==> src/rtl/mem_port_arbiter_pkg.sv <==
// mem_port_arbiter_pkg: shared FSM state and access-width encodings for the memory port arbiter
package mem_port_arbiter_pkg;
  typedef logic [1:0] state_t;
  localparam state_t ST_IDLE    = 2'd0;
  localparam state_t ST_BUSY_IF = 2'd1;
  localparam state_t ST_BUSY_DM = 2'd2;
  localparam state_t ST_RESP    = 2'd3;
  localparam logic [1:0] W_BYTE = 2'd0;
  localparam logic [1:0] W_HALF = 2'd1;
  localparam logic [1:0] W_WORD = 2'd2;
endpackage

==> src/rtl/mem_strobe_gen.sv <==
// mem_strobe_gen: byte strobes and lane-shifted store data from access width and address offset
module mem_strobe_gen
  import mem_port_arbiter_pkg::*;
(
  input  logic [1:0]  width_i,
  input  logic [1:0]  off_i,
  input  logic [31:0] wdata_i,
  output logic [3:0]  wstrb_o,
  output logic [31:0] wdata_o
);
  always_comb begin
    wstrb_o = (width_i == W_BYTE) ? (4'b0001 << off_i) :
              (width_i == W_HALF) ? (4'b0011 << off_i) : 4'b1111;
    wdata_o = wdata_i << {off_i, 3'b000};
  end
endmodule

==> src/rtl/mem_port_arbiter.sv <==
// mem_port_arbiter: shares one memory bus between fetch and data access, DM first with an IF starvation guard
module mem_port_arbiter
  import mem_port_arbiter_pkg::*;
#(
  parameter int STREAK_MAX = 4,
  parameter int STREAK_W   = 3
) (
  input  logic        clk,
  input  logic        rst,
  input  logic        flush_i,
  input  logic        if_req_i,
  input  logic [31:0] if_addr_i,
  output logic        if_ready_o,
  output logic        if_rvalid_ro,
  output logic [31:0] if_rdata_ro,
  input  logic        dm_req_i,
  input  logic [31:0] dm_addr_i,
  input  logic [31:0] dm_wdata_i,
  input  logic        dm_write_i,
  input  logic [1:0]  dm_width_i,
  output logic        dm_ready_o,
  output logic        dm_rvalid_ro,
  output logic [31:0] dm_rdata_ro,
  output logic        mem_req_ro,
  output logic [31:0] mem_addr_ro,
  output logic        mem_write_ro,
  output logic [3:0]  mem_wstrb_ro,
  output logic [31:0] mem_wdata_ro,
  input  logic        mem_ack_i,
  input  logic [31:0] mem_rdata_i
);
  localparam logic [STREAK_W-1:0] SMAX = STREAK_W'(STREAK_MAX);
  state_t              state_q, state_d;
  logic [STREAK_W-1:0] streak_q, streak_d;
  logic                kill_q, kill_d;
  logic                mem_req_q, mem_req_d;
  logic [31:0]         mem_addr_q, mem_addr_d;
  logic                mem_write_q, mem_write_d;
  logic [3:0]          mem_wstrb_q, mem_wstrb_d;
  logic [31:0]         mem_wdata_q, mem_wdata_d;
  logic                if_rvalid_q, if_rvalid_d;
  logic                dm_rvalid_q, dm_rvalid_d;
  logic [31:0]         if_rdata_q, if_rdata_d;
  logic [31:0]         dm_rdata_q, dm_rdata_d;
  logic                idle, at_max, if_gnt, dm_gnt, ack;
  logic [3:0]          sg_wstrb;
  logic [31:0]         sg_wdata;
  logic                unused_if_lsb;
  assign unused_if_lsb = ^if_addr_i[1:0];
  mem_strobe_gen u_strobe (
    .width_i (dm_width_i),
    .off_i   (dm_addr_i[1:0]),
    .wdata_i (dm_wdata_i),
    .wstrb_o (sg_wstrb),
    .wdata_o (sg_wdata)
  );
  always_comb begin
    idle        = state_q == ST_IDLE;
    at_max      = streak_q == SMAX;
    dm_ready_o  = idle & ~(if_req_i & ~flush_i & at_max);
    if_ready_o  = idle & ~flush_i & (~dm_req_i | at_max);
    dm_gnt      = dm_req_i & dm_ready_o;
    if_gnt      = if_req_i & if_ready_o & ~dm_gnt;
    ack         = mem_req_q & mem_ack_i;
    state_d     = dm_gnt ? ST_BUSY_DM : if_gnt ? ST_BUSY_IF : ack ? ST_RESP :
                  (state_q == ST_RESP) ? ST_IDLE : state_q;
    // streak only counts DM wins that actually made a waiting fetch wait
    streak_d    = (~if_req_i | if_gnt) ? '0 : (dm_gnt & ~at_max) ? streak_q + 1'b1 : streak_q;
    kill_d      = ((state_q == ST_BUSY_IF) && flush_i) ? 1'b1 : (state_q == ST_RESP) ? 1'b0 : kill_q;
    mem_req_d   = dm_gnt | if_gnt | (mem_req_q & ~mem_ack_i);
    mem_addr_d  = dm_gnt ? {dm_addr_i[31:2], 2'b00} : if_gnt ? {if_addr_i[31:2], 2'b00} : mem_addr_q;
    mem_write_d = dm_gnt ? dm_write_i : if_gnt ? 1'b0 : mem_write_q;
    mem_wstrb_d = dm_gnt ? (dm_write_i ? sg_wstrb : 4'b0000) : if_gnt ? 4'b0000 : mem_wstrb_q;
    mem_wdata_d = dm_gnt ? sg_wdata : mem_wdata_q;
    // a flush landing in the ack cycle must suppress the response too
    if_rvalid_d = ack & (state_q == ST_BUSY_IF) & ~kill_q & ~flush_i;
    dm_rvalid_d = ack & (state_q == ST_BUSY_DM);
    if_rdata_d  = if_rvalid_d ? mem_rdata_i : if_rdata_q;
    dm_rdata_d  = dm_rvalid_d ? mem_rdata_i : dm_rdata_q;
  end
  always_ff @(posedge clk or posedge rst) begin
    if (rst) begin
      state_q     <= ST_IDLE;
      streak_q    <= '0;
      kill_q      <= 1'b0;
      mem_req_q   <= 1'b0;
      mem_addr_q  <= '0;
      mem_write_q <= 1'b0;
      mem_wstrb_q <= '0;
      mem_wdata_q <= '0;
      if_rvalid_q <= 1'b0;
      dm_rvalid_q <= 1'b0;
      if_rdata_q  <= '0;
      dm_rdata_q  <= '0;
    end else begin
      state_q     <= state_d;
      streak_q    <= streak_d;
      kill_q      <= kill_d;
      mem_req_q   <= mem_req_d;
      mem_addr_q  <= mem_addr_d;
      mem_write_q <= mem_write_d;
      mem_wstrb_q <= mem_wstrb_d;
      mem_wdata_q <= mem_wdata_d;
      if_rvalid_q <= if_rvalid_d;
      dm_rvalid_q <= dm_rvalid_d;
      if_rdata_q  <= if_rdata_d;
      dm_rdata_q  <= dm_rdata_d;
    end
  end
  assign mem_req_ro   = mem_req_q;
  assign mem_addr_ro  = mem_addr_q;
  assign mem_write_ro = mem_write_q;
  assign mem_wstrb_ro = mem_wstrb_q;
  assign mem_wdata_ro = mem_wdata_q;
  assign if_rvalid_ro = if_rvalid_q;
  assign dm_rvalid_ro = dm_rvalid_q;
  assign if_rdata_ro  = if_rdata_q;
  assign dm_rdata_ro  = dm_rdata_q;
endmodule

==> config.mk <==
export PLATFORM = sky130hd
export DESIGN_NAME = mem_port_arbiter
export DESIGN_NICKNAME = d
export VERILOG_FILES = /design/src/rtl/mem_port_arbiter_pkg.sv /design/src/rtl/mem_strobe_gen.sv /design/src/rtl/mem_port_arbiter.sv
export SDC_FILE = /design/constraint.sdc
export NUM_CORES = 1
export LEC_CHECK = 0
export BUFFER_PORTS_ARGS = -buffer_cell sky130_fd_sc_hd__buf_2
export CAP_MARGIN = 20
export CORE_MARGIN = 2
export CORE_UTILIZATION = 30
export DETAILED_ROUTE_END_ITERATION = 16
export PLACE_DENSITY = 0.54
export SLEW_MARGIN = 20
export SYNTH_ARGS = -nofsm -noshare
export SYNTH_HDL_FRONTEND = slang
export SYNTH_SLANG_ARGS = --single-unit
==> constraint.sdc <==
create_clock -name clk -period 4.5 [get_ports clk]
set_clock_uncertainty 0.05 [all_clocks]
set_input_delay 0.225 -clock clk [delete_from_list [all_inputs] [get_ports clk]]
set_output_delay 0.225 -clock clk [all_outputs]
set_load 0.005 [all_outputs]
Word level (Yosys, flattened, before mapping)

Index checks and enable logic that the tools add are counted.

Register bits after elaboration: 142
Word-level logic and storage cells: 72
Output and inout port bits: 138

Add/sub/neg operators: 1
Reductions and logical operators: 7
Bitwise logic cells: 27
Multiplexer cells: 17
Equal/unequal tests: 5
Shifts and indexed selects: 3

Operators with widths:

| kind                                                 | number |
|---|---|
| 2-to-1 mux 32 bit                                    | 2 |
| left shift 32 x 5 -> 32 bit                          | 1 |
| 2-to-1 mux 4 bit                                     | 5 |
| bitwise AND 1 bit                                    | 15 |
| 2-to-1 mux 2 bit                                     | 4 |
| inverter 1 bit                                       | 8 |
| 2-to-1 mux 3 bit                                     | 2 |
| nonzero test 2 bit                                   | 3 |
| equality test 2 x 1 -> 1 bit (second input constant) | 2 |
| equality test 2 bit (second input constant)          | 2 |
| zero test 2 bit                                      | 2 |
| 2-to-1 mux 1 bit                                     | 4 |
| bitwise OR 1 bit                                     | 4 |
| nonzero test 4 bit                                   | 1 |
| left shift 1 x 2 -> 4 bit (first input constant)     | 1 |
| left shift 2 x 2 -> 4 bit (first input constant)     | 1 |
| adder 3 x 1 -> 3 bit (second input constant)         | 1 |
| equality test 3 bit (second input constant)          | 1 |
| logical AND 1 bit                                    | 1 |

Depth between registers and ports, before layout

Depth in word-level cells: 10
Depth in mapped cells: 8
Depth with buffers taken out: 5

By module

From an unflattened synthesis, not the netlist that was laid out.

Cell total of the unflattened synthesis: 506
Area total of the unflattened synthesis: 6426.2 um^2

Modules (own cells, without submodules):

| module           | seq. area each (um^2) | area each (um^2) | times used | cells an instance |
|---|---|---|---|---|
| mem_port_arbiter | 3503.4                | 5766.8           | 1          | 427 |
| mem_strobe_gen   | 0.0                   | 659.4            | 1          | 79 |

Worst setup path after synthesis

No wires, ideal clock.

Path kind: input to register
Start: input port dm_addr_i[1]
End: register mem_wstrb_q[2] (netlist: mem_wstrb_ro[2])
Data arrival time: 1.890 ns
Required time: 4.328 ns
Setup slack: 2.439 ns
Stages on the path: 7
Setup time: 0.122 ns
Cell sequence: buf_2 -> buf_2 -> clkbuf_1 -> inv_1 -> ha_1 -> a211o_1 -> a32o_1

Cells in the longest elaborated chain, start to end: 5

RTL lines:

| what                               | RTL line                | source |
|---|---|---|
| from (decl)                        | mem_port_arbiter.sv:17  | `input logic [31:0] dm_addr_i,` |
| left shift 2 x 2 -> 4 bit          | mem_strobe_gen.sv:13    | `(width_i == W_HALF) ? (4'b0011 << off_i) : 4'b1111;` |
| 2-to-1 mux 4 bit                   | mem_strobe_gen.sv:13    |  |
| 2-to-1 mux 4 bit (*)               | mem_strobe_gen.sv:12    | `wstrb_o = (width_i == W_BYTE) ? (4'b0001 << off_i) :` |
| 2-to-1 mux 4 bit (*) (2 in series) | mem_port_arbiter.sv:73  | `mem_wstrb_d = dm_gnt ? (dm_write_i ? sg_wstrb : 4'b0000) : if_gnt ? 4'b0000 : mem_wstrb_q;` |
| to (signal assigned)               | mem_port_arbiter.sv:102 | `mem_wstrb_q <= mem_wstrb_d;` |
| to (decl)                          | mem_port_arbiter.sv:39  | `logic [3:0] mem_wstrb_q, mem_wstrb_d;` |

Every way passes the cells marked *; elsewhere a longest branch is shown, timed or not.
A chain may end at the register's enable or synchronous reset.

Worst setup path after layout

Start: register streak_q[0]
End: register mem_addr_q[2] (netlist: mem_addr_ro[2])

Cells in the longest elaborated chain, start to end: 8

RTL lines:

| what                                | RTL line                | source |
|---|---|---|
| from (decl)                         | mem_port_arbiter.sv:34  | `logic [STREAK_W-1:0] streak_q, streak_d;` |
| from (signal assigned)              | mem_port_arbiter.sv:97  | `streak_q <= streak_d;` |
| equality test 3 bit (*)             | mem_port_arbiter.sv:59  | `at_max = streak_q == SMAX;` |
| bitwise AND 1 bit                   | mem_port_arbiter.sv:60  | `dm_ready_o = idle & ~(if_req_i & ~flush_i & at_max);` |
| inverter 1 bit                      | mem_port_arbiter.sv:60  |  |
| bitwise AND 1 bit                   | mem_port_arbiter.sv:60  |  |
| bitwise AND 1 bit                   | mem_port_arbiter.sv:62  | `dm_gnt = dm_req_i & dm_ready_o;` |
| inverter 1 bit                      | mem_port_arbiter.sv:63  | `if_gnt = if_req_i & if_ready_o & ~dm_gnt;` |
| bitwise AND 1 bit                   | mem_port_arbiter.sv:63  |  |
| nonzero test 2 bit (no source line) | -                       |  |
| to (signal assigned)                | mem_port_arbiter.sv:100 | `mem_addr_q <= mem_addr_d;` |
| to (decl)                           | mem_port_arbiter.sv:37  | `logic [31:0] mem_addr_q, mem_addr_d;` |

Marked as above.

==> metrics.cfg <==
[outcome]
status = complete, but fails checks
violations = hold timing

[pwr]
p_leak_nw = 4.305
internal_power_mw = 3.608
cellPowerDensity_nw_per_um2 = 603.1
p_sw_mw = 1.636
p_seq_frac = 0.396
p_clk_frac = 0.277
combPwrFrac = 0.328
irDropWorstVdd_uv = 274.4
netSwitchingFraction = 0.3120

[grt]
antenna_found_initial = 0
grt_max_degree = 108
grt_pass1_wl_um = 27830
grt_overflow = 0
grtUsageTotal = 0.1599
grt_pass1_vias = 5403

[floorplan]
core_sq_um = 20230
die_h_um = 147.8
die_area_sq_um = 21850
rows = 52
ioPinCount = 275
dieWidth_um = 147.8
initial_core_util = 0.3066

[worst_setup_path]
arrival_ns = 2.91
crit_fanout = 24
required_ns = 4.80
rr_worst_depth = 6
path_class = reg2reg
worst_setup_path_end_kind = flop
crit_path_start_kind = flop

[timing]
fmax_mhz = 383.6
worst_pin_slew_ns = 0.9672
hold_violations = 28
timing.hold.ws_ns = -0.03590
timing.final.ws_setup_ns = 1.893
slew_viol_final = 0
slew_headroom = 0.3552
setup_viol_count_final = 0
tns_ns = 0
fin_crit_ns = 2.607
finalCritPeriodShare = 0.5792
grt_setup_unrepaired = false

[detailed_routing]
antenna_left = 0
avgViaCountPerCell = 4.760
dr.pass1.iters = 4
drtIter0Drc = 169
drc_errors = 0
vias = 4946
drt_wl_total_um = 17410
wl_per_cell_um = 16.76

[cts]
cts_tree = done
worst_setup_hold_path_clk_slew_ns = 0.06
clockBufferDepth = 2
cts_root_buffer = clkbuf_16
htree_levels = 4
cts_buffers = 17
cts_sinks = 140
insertion_delay_ns = 0.41

[logic_synthesis]
synth_top_cell_by_area = dfrtp_1
synth_warnings = 0
synth.top_cell.area_share = 0.5646
yosysSeqAreaShare = 0.5646
synth.avg_cell_area_sq_um = 13.37
synth_cells = 464
ys_types = 39
synth-seq-cells = 140
async_flop_share = 1.000
netlist_area_sq_um = 6205
synth_area_leaders = dfrtp_1, mux2_2, mux2i_1, o221a_2, or3_1
ys.flop_type = dfrtp_1
synth_edf_count = 0
ys_top_cells_by_count = dfrtp_1, mux2_2, mux2i_1
yosysMostFrequentCell = dfrtp_1

[finish]
post-route-cell-area_sq_um = 8695
area_growth_pct = 40.13
utilization = 0.4297
n_antenna_cell = 0
final_layout_size_suffix_gt1_frac = 0.5527
nNetsFinal = 899

[placement]
place_hpwl_um = 12580
io_buffers = 270
post-place-ws_ns = 1.874
gp_congestion = 0.8235
dpl_cell_area_sq_um = 7752

[hold_path]
hold_path_class = in2async

[job]
cap_viol_max_count = 0

## sequential cells by signal (all words and copies together) (netlist names)
signal / count
mem_addr_ro: 30
state_q: 2
mem_req_ro: 1
mem_wdata_ro: 32
if_rdata_ro: 32
dm_rdata_ro: 32
mem_write_ro: 1
if_rvalid_ro: 1
kill_q: 1
mem_wstrb_ro: 4
dm_rvalid_ro: 1
streak_q: 3
## power groups by stage
stage / Clock (mW) / Sequential [mW] / Combinational [mW]
2_1_floorplan: 0 / 2.11 / 0.886
5_1_grt: 1.55 / 2.15 / 1.87
6_report: 1.45 / 2.07 / 1.72
3_3_place_gp: 0 / 2.07 / 1.68
3_5_place_dp: 0 / 2.09 / 1.72
4_1_cts: 1.50 / 2.08 / 1.75
## metrics by stage
step	total power, mW	hold slack, ns	instances
6_report	5.244	-0.03590	1039
5_1_grt	5.568	0.01293	1039
4_1_cts	5.328	0.007888	1039
3_5_place_dp	3.816	0.4212	974
3_3_place_gp	3.746	0.4166	974
2_1_floorplan	3.001	0.2714	465
## per-layer routing
layer,track usage,vias up,share of wire
li1,-,2294,-
met5,0,-,0
met1,0.1839,2464,0.41
met4,0.05524,0,0.019
met2,0.2807,164,0.51
met3,0.05154,24,0.069
## cell families after synthesis
logic type / Yosys count / synth area share
multiplexers: 120 / 0.2097
flip-flops: 140 / 0.5646
buffers and inverters: 53 / 0.04295
adder cells (fa/ha/maj): 6 / 0.01210
AND/OR/NAND/NOR: 65 / 0.06009
other: 1 / 0.0006044
AO/OA/AOI/OAI: 79 / 0.1099
## critical path, stage by stage, from the launching register on
cell and delay (ns):
dfrtp_1 0.40, inv_1 0.08, ha_1 0.23, and4b_1 0.44, or2_1 0.74, buf_4 0.36, o221a_2 0.23
## final timing paths
path	end	slack, ns	start
hold reg to reg	mem_wstrb_ro[1]	0.44	mem_wstrb_ro[1]
min in group clk	mem_wdata_ro[3]	0.03	dm_wdata_i[3]
setup / recovery	mem_addr_ro[2]	1.89	streak_q[0]
hold / removal	if_rdata_ro[7]	-0.04	rst
max in group asynchronous	mem_addr_ro[30]	3.33	rst
setup reg to reg	mem_addr_ro[2]	1.89	streak_q[0]
## layout make-up
class | instances | area (sq um)
Fill cell | 1973 | 11540
Sequential cell | 140 | 3503
Multi-Input combinational cell | 272 | 2459
Timing Repair Buffer | 307 | 1712
Clock buffer | 18 | 439.2
Tap cell | 270 | 337.8
Clock inverter | 14 | 171.4
Inverter | 18 | 72.57
## cells in the final DEF, fill, tap and decap left out, types with 6 or more instances in the layout
cell type / n
inv_1: 16
clkbuf_16: 17
o31ai_1: 10
buf_2: 270
o2bb2ai_1: 7
ha_1: 6
dlygate4sd3_1: 33
mux2i_1: 40
o21ai_0: 13
mux2_2: 80
o221a_2: 30
a21oi_1: 6
dfrtp_1: 140
nand2_1: 11
or3_1: 30
## repair_timing
action,4_1_cts,5_1_grt
setup buffers,0,0
setup endpoints to repair,0,0
resized for setup,0,0
hold endpoints to repair,63,0
hold buffers,33,0
(Power assumes the default switching activity.)
